$ cat src/rtl/mem_stage_hs.sv
// MIPS MEM pipeline stage: aligns every load/store form onto a variable-latency
// data-memory handshake, stalls the pipe while memory is busy and flags a bus error on timeout.
module mem_stage_hs #(
   parameter bit BIG_ENDIAN = 1'b1,
   parameter int TIMEOUT    = 16,
   parameter bit DEBUG      = 1'b1
) (
   input  logic        CLK,
   input  logic        RESET,
   input  logic [31:0] Instr1_IN,
   input  logic [31:0] Instr1_PC_IN,
   input  logic [31:0] ALU_result1_IN,
   input  logic [4:0]  WriteRegister1_IN,
   input  logic [31:0] MemWriteData1_IN,
   input  logic        RegWrite1_IN,
   input  logic [5:0]  ALU_Control1_IN,
   input  logic        MemRead1_IN,
   input  logic        MemWrite1_IN,
   output logic [4:0]  WriteRegister1_OUT,
   output logic        RegWrite1_OUT,
   output logic [31:0] WriteData1_OUT,
   output logic        STALL_OUT,
   output logic        BusError_OUT,
   output logic [31:0] data_address_2DM,
   output logic [31:0] data_write_2DM,
   output logic [1:0]  data_write_size_2DM,
   output logic        MemRead_2DM,
   output logic        MemWrite_2DM,
   output logic        data_req_2DM,
   input  logic [31:0] data_read_fDM,
   input  logic        data_ack_fDM
);

   localparam logic [5:0] OP_LB  = 6'b100001;
   localparam logic [5:0] OP_LH  = 6'b101011;
   localparam logic [5:0] OP_LBU = 6'b101010;
   localparam logic [5:0] OP_LHU = 6'b101100;
   localparam logic [5:0] OP_LWL = 6'b101101;
   localparam logic [5:0] OP_LWR = 6'b101110;
   localparam logic [5:0] OP_SB  = 6'b101111;
   localparam logic [5:0] OP_SH  = 6'b110000;
   localparam logic [5:0] OP_SWL = 6'b110010;
   localparam logic [5:0] OP_SWR = 6'b110011;

   localparam int CNT_W = $clog2(TIMEOUT);
   localparam logic [CNT_W-1:0] CNT_LAST = CNT_W'(TIMEOUT - 1);

   typedef enum logic {S_IDLE, S_WAIT} state_t;

   state_t           state_q, state_d;
   logic [CNT_W-1:0] cnt_q, cnt_d;
   logic             mem_op;
   logic             timeout_now;
   logic             stall;

   // Instruction word and PC only feed an external trace; they carry no datapath meaning here.
   logic unused_dbg;
   assign unused_dbg = ^{Instr1_IN, Instr1_PC_IN, DEBUG};

   // Byte lane in big-endian numbering; little-endian mirrors the lane (3-k == ~k).
   logic [1:0]  k;
   logic [4:0]  sh_k, sh_rk;
   logic [7:0]  byte_sel;
   logic [15:0] half_sel;

   assign mem_op   = MemRead1_IN | MemWrite1_IN;
   assign k        = BIG_ENDIAN ? ALU_result1_IN[1:0] : ~ALU_result1_IN[1:0];
   assign sh_k     = {k, 3'b000};
   assign sh_rk    = {~k, 3'b000};
   assign byte_sel = 8'(data_read_fDM >> sh_rk);
   assign half_sel = k[1] ? data_read_fDM[15:0] : data_read_fDM[31:16];

   logic [31:0] load_data;

   // NOTE: every signal written in an always_comb gets a default first, so no path infers a latch.
   always_comb begin
      load_data = data_read_fDM;
      case (ALU_Control1_IN)
         OP_LB:   load_data = {{24{byte_sel[7]}}, byte_sel};
         OP_LBU:  load_data = {24'h0, byte_sel};
         OP_LH:   load_data = {{16{half_sel[15]}}, half_sel};
         OP_LHU:  load_data = {16'h0, half_sel};
         OP_LWL:  load_data = (data_read_fDM << sh_k)
                             | (MemWriteData1_IN & ((32'h1 << sh_k) - 32'h1));
         OP_LWR:  load_data = (data_read_fDM >> sh_rk)
                             | (MemWriteData1_IN & ~(32'hFFFF_FFFF >> sh_rk));
         default: load_data = data_read_fDM;
      endcase
   end

   logic [31:0] st_data, st_addr, word_addr;
   logic [1:0]  st_size;

   assign word_addr = {ALU_result1_IN[31:2], 2'b00};

   always_comb begin
      st_data = MemWriteData1_IN;
      st_size = 2'd0;
      st_addr = word_addr;
      case (ALU_Control1_IN)
         OP_SB: begin
            st_data = {24'h0, MemWriteData1_IN[7:0]};
            st_size = 2'd1;
            st_addr = ALU_result1_IN;
         end
         OP_SH: begin
            st_data = {16'h0, MemWriteData1_IN[15:0]};
            st_size = 2'd2;
            st_addr = {ALU_result1_IN[31:1], 1'b0};
         end
         OP_SWL: begin
            st_data = MemWriteData1_IN >> sh_k;
            st_size = 2'(3'd4 - {1'b0, k});
            st_addr = ALU_result1_IN;
         end
         OP_SWR: begin
            st_data = MemWriteData1_IN;
            st_size = k + 2'd1;
            st_addr = word_addr;
         end
         default: ;
      endcase
   end

   assign data_address_2DM    = MemRead1_IN ? word_addr : st_addr;
   assign data_write_2DM      = st_data;
   assign data_write_size_2DM = st_size;

   // Handshake FSM: IDLE covers zero-wait accesses; WAIT counts cycles until ack or timeout.
   always_comb begin
      state_d     = state_q;
      cnt_d       = cnt_q;
      timeout_now = 1'b0;
      stall       = 1'b0;
      case (state_q)
         S_IDLE: begin
            if (mem_op && !data_ack_fDM) begin
               state_d = S_WAIT;
               cnt_d   = CNT_W'(1);
               stall   = 1'b1;
            end
         end
         S_WAIT: begin
            if (!mem_op || data_ack_fDM) begin
               state_d = S_IDLE;
               cnt_d   = '0;
            end else if (cnt_q == CNT_LAST) begin
               state_d     = S_IDLE;
               cnt_d       = '0;
               timeout_now = 1'b1;
            end else begin
               cnt_d = cnt_q + CNT_W'(1);
               stall = 1'b1;
            end
         end
         default: begin
            state_d = S_IDLE;
            cnt_d   = '0;
         end
      endcase
   end

   // Reset takes the request down at once, without waiting for a clock edge.
   assign data_req_2DM = mem_op & RESET;
   assign MemRead_2DM  = MemRead1_IN & data_req_2DM;
   assign MemWrite_2DM = MemWrite1_IN & data_req_2DM;
   assign STALL_OUT    = stall & RESET;

   // NOTE: sequential state uses non-blocking assignments so every register samples pre-edge values.
   always_ff @(posedge CLK or negedge RESET) begin
      if (!RESET) begin
         state_q <= S_IDLE;
         cnt_q   <= '0;
      end else begin
         state_q <= state_d;
         cnt_q   <= cnt_d;
      end
   end

   always_ff @(posedge CLK or negedge RESET) begin
      if (!RESET) begin
         WriteRegister1_OUT <= '0;
         RegWrite1_OUT      <= 1'b0;
         WriteData1_OUT     <= '0;
         BusError_OUT       <= 1'b0;
      end else begin
         BusError_OUT <= timeout_now;
         if (STALL_OUT) begin
            WriteRegister1_OUT <= '0;
            RegWrite1_OUT      <= 1'b0;
            WriteData1_OUT     <= '0;
         end else begin
            WriteRegister1_OUT <= WriteRegister1_IN;
            RegWrite1_OUT      <= RegWrite1_IN & ~timeout_now;
            if (timeout_now)
               WriteData1_OUT <= '0;
            else if (MemRead1_IN)
               WriteData1_OUT <= load_data;
            else
               WriteData1_OUT <= ALU_result1_IN;
         end
      end
   end

endmodule

$ cat config.mk
export PLATFORM = sky130hd
export DESIGN_NAME = mem_stage_hs
export DESIGN_NICKNAME = d
export VERILOG_FILES = /design/src/rtl/mem_stage_hs.sv
export SDC_FILE = /design/constraint.sdc
export NUM_CORES = 1
export LEC_CHECK = 0
export CAP_MARGIN = 20
export CORE_UTILIZATION = 42
export DETAILED_ROUTE_END_ITERATION = 12
export PLACE_DENSITY = 0.85
export SKIP_LAST_GASP = 1
export SLEW_MARGIN = 5
export SYNTH_ARGS = -nofsm -noshare
export SYNTH_HDL_FRONTEND = slang
export SYNTH_SLANG_ARGS = --single-unit
$ cat constraint.sdc
create_clock -name CLK -period 3.4 [get_ports CLK]
set_input_delay 0.51 -clock CLK [delete_from_list [all_inputs] [get_ports CLK]]
set_output_delay 0.51 -clock CLK [all_outputs]
set_load 0.02 [all_outputs]
======== After elaboration in Yosys (flattened, before gate mapping) ========
Cells that the tools add are included.
operators by class
  add/subtract/negate cells ............... 4
  multipliers ............................. 0
  div/mod/pow operators ................... 0
  $lt $le $gt $ge ......................... 0
  equal/unequal tests ..................... 12
  shift-type cells ........................ 5
  mux-type cells .......................... 22
  bitwise operators ....................... 14
  reductions and logical operators ........ 5
operators by type and width
  cell                   count
  $pmux 32 s6            1
  $mux 32                3
  $pmux 32 s3            1
  $and 32x32->32         2
  $or 32x32->32          2
  $shr 32x5->32          2
  $eq 6x6->1 const B     10
  $not 32->32            1
  $shl 1x5->32 const A   1
  $shl 32x5->32          1
  $shr 32x5->32 const A  1
  $sub 32x1->32 const B  1
  $mux 16                1
  $mux 4                 3
  $pmux 2 s4             1
  $pmux 4 s2             1
  $mux 1                 7
  $and 1x1->1            5
  $mux 5                 1
  $add 4x1->4 const B    1
  $eq 4x4->1 const B     1
  $pmux 2 s2             1
  $add 2x1->2 const B    1
  $logic_not 1->1        2
  10 further kinds       11
storage, ports and cells
  flip-flop bits (word level) ............. 44
  bits in latches ......................... 0
  RAM bits ................................ 0
  ROM bits ................................ 0
  input bits .............................. 177
  output and inout bits ................... 109
  word-level logic and storage cells ...... 68
  memories kept ........................... 0

======== Depth between registers and ports, before layout ========
  depth after elaboration ................. 9
  gate-level depth with buffers ........... 13
  mapped depth without buffers ............ 7

======== Least setup slack after synthesis ========
Ideal clock, no wire load.
  path kind ............................... input to output
  start ................................... in ALU_result1_IN[0]
  end ..................................... out data_write_size_2DM[1]
  data arrival time ....................... 2.391 ns
  required time ........................... 2.890 ns
  setup slack ............................. 0.499 ns
  stages on the path ...................... 9
  buffers on the path ..................... 5
  cells stage by stage .................... buf_6 -> buf_6 -> buf_4 -> buf_2 -> inv_1 -> clkbuf_1 -> ha_1 -> a21oi_1 -> nor3b_1
between the ends
  word-level cells in the longest chain between the ends .. 2
  elaborated cells between the ends (all ways) .. 3
  classes of those cells .................. 2 x add/sub; 1 x mux
RTL lines
  what                                        RTL line  source
  start: declaration                          12        input logic [31:0] ALU_result1_IN,
  $add 2x1->2 or $sub 1x2->2 (tied branches)  118, 113
  $pmux 2 s4 *                                100       case (ALU_Control1_IN)
  end: declaration                            26        output logic [1:0] data_write_size_2DM,
Mark *: on every way between the ends. The rest lies on a longest branch, timed or not.

======== Worst setup path after layout ========
  start ................................... in ALU_Control1_IN[3]
  end ..................................... out data_write_2DM[22]
between the ends
  word-level cells in the longest chain between the ends .. 2
  elaborated cells between the ends (all ways) .. 4
  classes of those cells .................. 3 x eq/ne; 1 x mux
RTL lines
  what                RTL line  source
  start: declaration  16        input logic [5:0] ALU_Control1_IN,
  $eq 6x6->1          100
  $pmux 32 s3 *       100
  end: declaration    25        output logic [31:0] data_write_2DM,
Marks and branches as above.

==> metrics.txt <==
endpoint arrival time on the critical path=2.78 ns; detailed-route DRC error count=0; placement row count=39; clock tree from TritonCTS=yes; routed wire length=20700 um; number of setup violations in the final report=0; slew of the pin with the lowest slew margin=0.794 ns; time the final worst path needs with I/O delays and setup=3.29 ns; 1st-iter DRT viols=446; skew final=0.00745 ns; starting density of the core=0.431; final worst setup slack=0.106 ns; share of synthesized area occupied by flip-flops and latches=0.224; Register-to-Register Setup Slack=1.34 ns; H-tree lvl count=2; Boundary Pins=286; max cap viols=0; Final Hold Slack=0.196 ns; dpl ws=-0.0186 ns; element type at the critical path start=primary input; share of the clock period used by the worst path after layout=0.969; post-detailed-route via-to-cell ratio=6.16; number of I/O port buffers=221; maximum number of pins on one net before global-route repair=73; Worst VDD drop=0.000231 V; first drt pass iteration count=4; RSZ-0062 raised after global routing=true; synthesized flop and latch total=44; async set-reset flop share out of synthesis=1.00; dpl hpwl=15900 um; number of synthesized flops with an enable pin=0; net count of the finished layout=964; worst flop-to-flop path endpoint=WriteData1_OUT[19]$_DFF_PN0_; # resized after CTS=0; Die ar.=0.0122 mm^2; Skew-Pair Late Insertion Delay=0.29 ns; status=complete, no violations; sum of internal, switching and leakage power=2.08 mW; Syn Std Cell Area=0.00492 mm^2; proportion of layout cells with a drive suffix above 1=0.119; Num CTS Buffers=5; clock root buffer=clkbuf_16; type of destination of the critical path=output pin; Leakage Power=2.98 nW; hold_buf cts=0; die width=110 um; r2r worst-path depth=6; antenna cells=0; remaining global-route overflow=0; Syn Area/Cell=8.30 um^2; number of instances in the synthesized netlist=593; critical path type=in -> out; final antenna-violating net count=0; Hold Fails Final Rpt=0; final core occ=0.641; vias in the first global route=5506; required time of the worst setup path=2.89 ns; Critical R2R Launch=cnt_q[0]$_DFFE_PN0P_; routed length per placed instance=22.4 um; distinct cell type count after synthesis=62; class of the most critical hold timing path=in -> async; worst-path fanout max=10; count of pins over their slew limit=0; Setup TNS=0 ns; maximum clock path buffer count=2; maximum clock rate=304 MHz; total routing resource utilization after global routing=0.338; Area Growth Syn to Fin=48.8%; final estimated routing congestion in global placement=0.964; Die Ht=110 um; Num Clock Sinks=44; clk slew on worst S/H paths=0.07 ns; via count=5693; core area=0.0114 mm^2; net count after synthesis=777; antenna violations before repair=0; Power Density=284 mW/mm^2; first-pass GRT wire length=30700 um; leading register cell type out of synthesis=dfrtp_1; Warnings, synthesis=0; buffer count from post-CTS setup fixing=0; remaining max-slew budget at the tightest pin=0.469
[layout make-up]
class	instances	area, um^2
clock buffers	5	125
clock inverters	3	46.3
fillers	1015	4090
inverters	7	26.3
multi-input cells	464	3340
flip-flops and latches	44	1100
well taps	143	179
repair buffers	258	2510
[layout by cell type (no fill, tap or decap), types with 4 or more instances in the layout]
| cell type | n |
|---|---|
| nor2b_1 | 15 |
| a222oi_1 | 4 |
| mux4_2 | 4 |
| buf_4 | 35 |
| nand2_1 | 41 |
| and3_1 | 10 |
| nand2b_1 | 4 |
| nor2_1 | 37 |
| nor3b_1 | 4 |
| nand3_1 | 5 |
| mux2i_1 | 22 |
| nor3_1 | 10 |
| a21oi_1 | 50 |
| mux2_2 | 28 |
| clkdlybuf4s50_1 | 212 |
| o21a_1 | 8 |
| inv_1 | 6 |
| ha_1 | 7 |
| dlymetal6s2s_1 | 6 |
| clkbuf_16 | 5 |
| dfrtp_1 | 44 |
| a22oi_1 | 21 |
| a221oi_1 | 11 |
| o22ai_1 | 7 |
| and2_1 | 17 |
| a22o_1 | 25 |
| a211o_1 | 4 |
| o2bb2ai_1 | 25 |
| o21ai_0 | 50 |
| a32oi_1 | 8 |
[logic make-up (layout without fill, tap and decap cells)]
| group | count (synthesis) | count (layout) | synth area share |
|---|---|---|---|
| simple gates | 164 | 164 | 0.184 |
| fa+ha+maj | 7 | 7 | 0.0178 |
| xor+xnor | 1 | 1 | 0.00178 |
| mux | 56 | 56 | 0.138 |
| flops | 44 | 44 | 0.224 |
| compound gates | 236 | 236 | 0.334 |
| buf+inv | 85 | 273 | 0.101 |
[cell usage after synthesis, drive strengths merged, types with 5 or more instances]
| library cell | instances | area share |
|---|---|---|
| buf | 54 | 0.077 |
| o21ai | 51 | 0.052 |
| a21oi | 50 | 0.051 |
| dfrtp | 44 | 0.22 |
| nand2 | 42 | 0.034 |
| nor2 | 38 | 0.029 |
| mux2 | 28 | 0.064 |
| a22o | 25 | 0.044 |
| o2bb2ai | 25 | 0.044 |
| clkbuf | 24 | 0.019 |
| mux2i | 22 | 0.045 |
| a22oi | 21 | 0.032 |
| and2 | 17 | 0.022 |
| nor2b | 15 | 0.019 |
| a221oi | 11 | 0.020 |
| and3 | 10 | 0.013 |
| nor3 | 10 | 0.010 |
| a32oi | 8 | 0.014 |
| o21a | 8 | 0.012 |
| ha | 7 | 0.018 |
| o22ai | 7 | 0.0089 |
| inv | 6 | 0.0046 |
| mux4 | 6 | 0.029 |
| nand3 | 6 | 0.0086 |
| nor3b | 5 | 0.0076 |
[sequential cells by signal (all words and copies together) (netlist names)]
signal / cells
WriteData1_OUT: 32
WriteRegister1_OUT: 5
cnt_q: 4
BusError_OUT: 1
RegWrite1_OUT: 1
state_q: 1
[layer usage]
metal / GRT usage / part of all wire / up-vias
li1: - / - / 2618
met1: 0.446 / 0.41 / 2737
met2: 0.559 / 0.47 / 307
met3: 0.0682 / 0.096 / 31
met4: 0.0930 / 0.020 / 0
met5: 0 / 0 / -
[critical path, cell delays in order]
cell and delay (ns):
clkdlybuf4s50_1 0.46, buf_4 0.20, and3b_1 0.22, and3_1 0.18, o21ai_1 0.21, buf_4 0.21
a22o_1 0.18, clkdlybuf4s50_1 0.61
[where the power goes]
part / total, mW / switching [mW] / internal [mW]
logic: 0.918 / 0.477 / 0.440
registers: 0.587 / 0.0180 / 0.569
clock network: 0.575 / 0.225 / 0.350
[how the worst max path moves through the flow]
stage                             startpoint  slack (ns)  cells after the start                     endpoint
after floorplan            ALU_result1_IN[0]        0.50                      9       data_write_size_2DM[1]
after global placement    ALU_Control1_IN[0]        0.07                      9            data_write_2DM[2]
after detailed placement  ALU_Control1_IN[0]       -0.02                      7  WriteData1_OUT[3]$_DFF_PN0_
after CTS                 ALU_Control1_IN[0]        0.06                      9            data_write_2DM[5]
after global routing      ALU_Control1_IN[3]       -0.01                      8           data_write_2DM[20]
final                     ALU_Control1_IN[3]        0.11                      8           data_write_2DM[22]
[stage by stage]
stage | instances | cell area [um^2]
3_3_place_gp | 915 | 7120
2_1_floorplan | 593 | 4920
4_1_cts | 923 | 7290
5_1_grt | 924 | 7320
3_5_place_dp | 915 | 7120
6_report | 924 | 7320
Power figures use the tool's default switching activity.
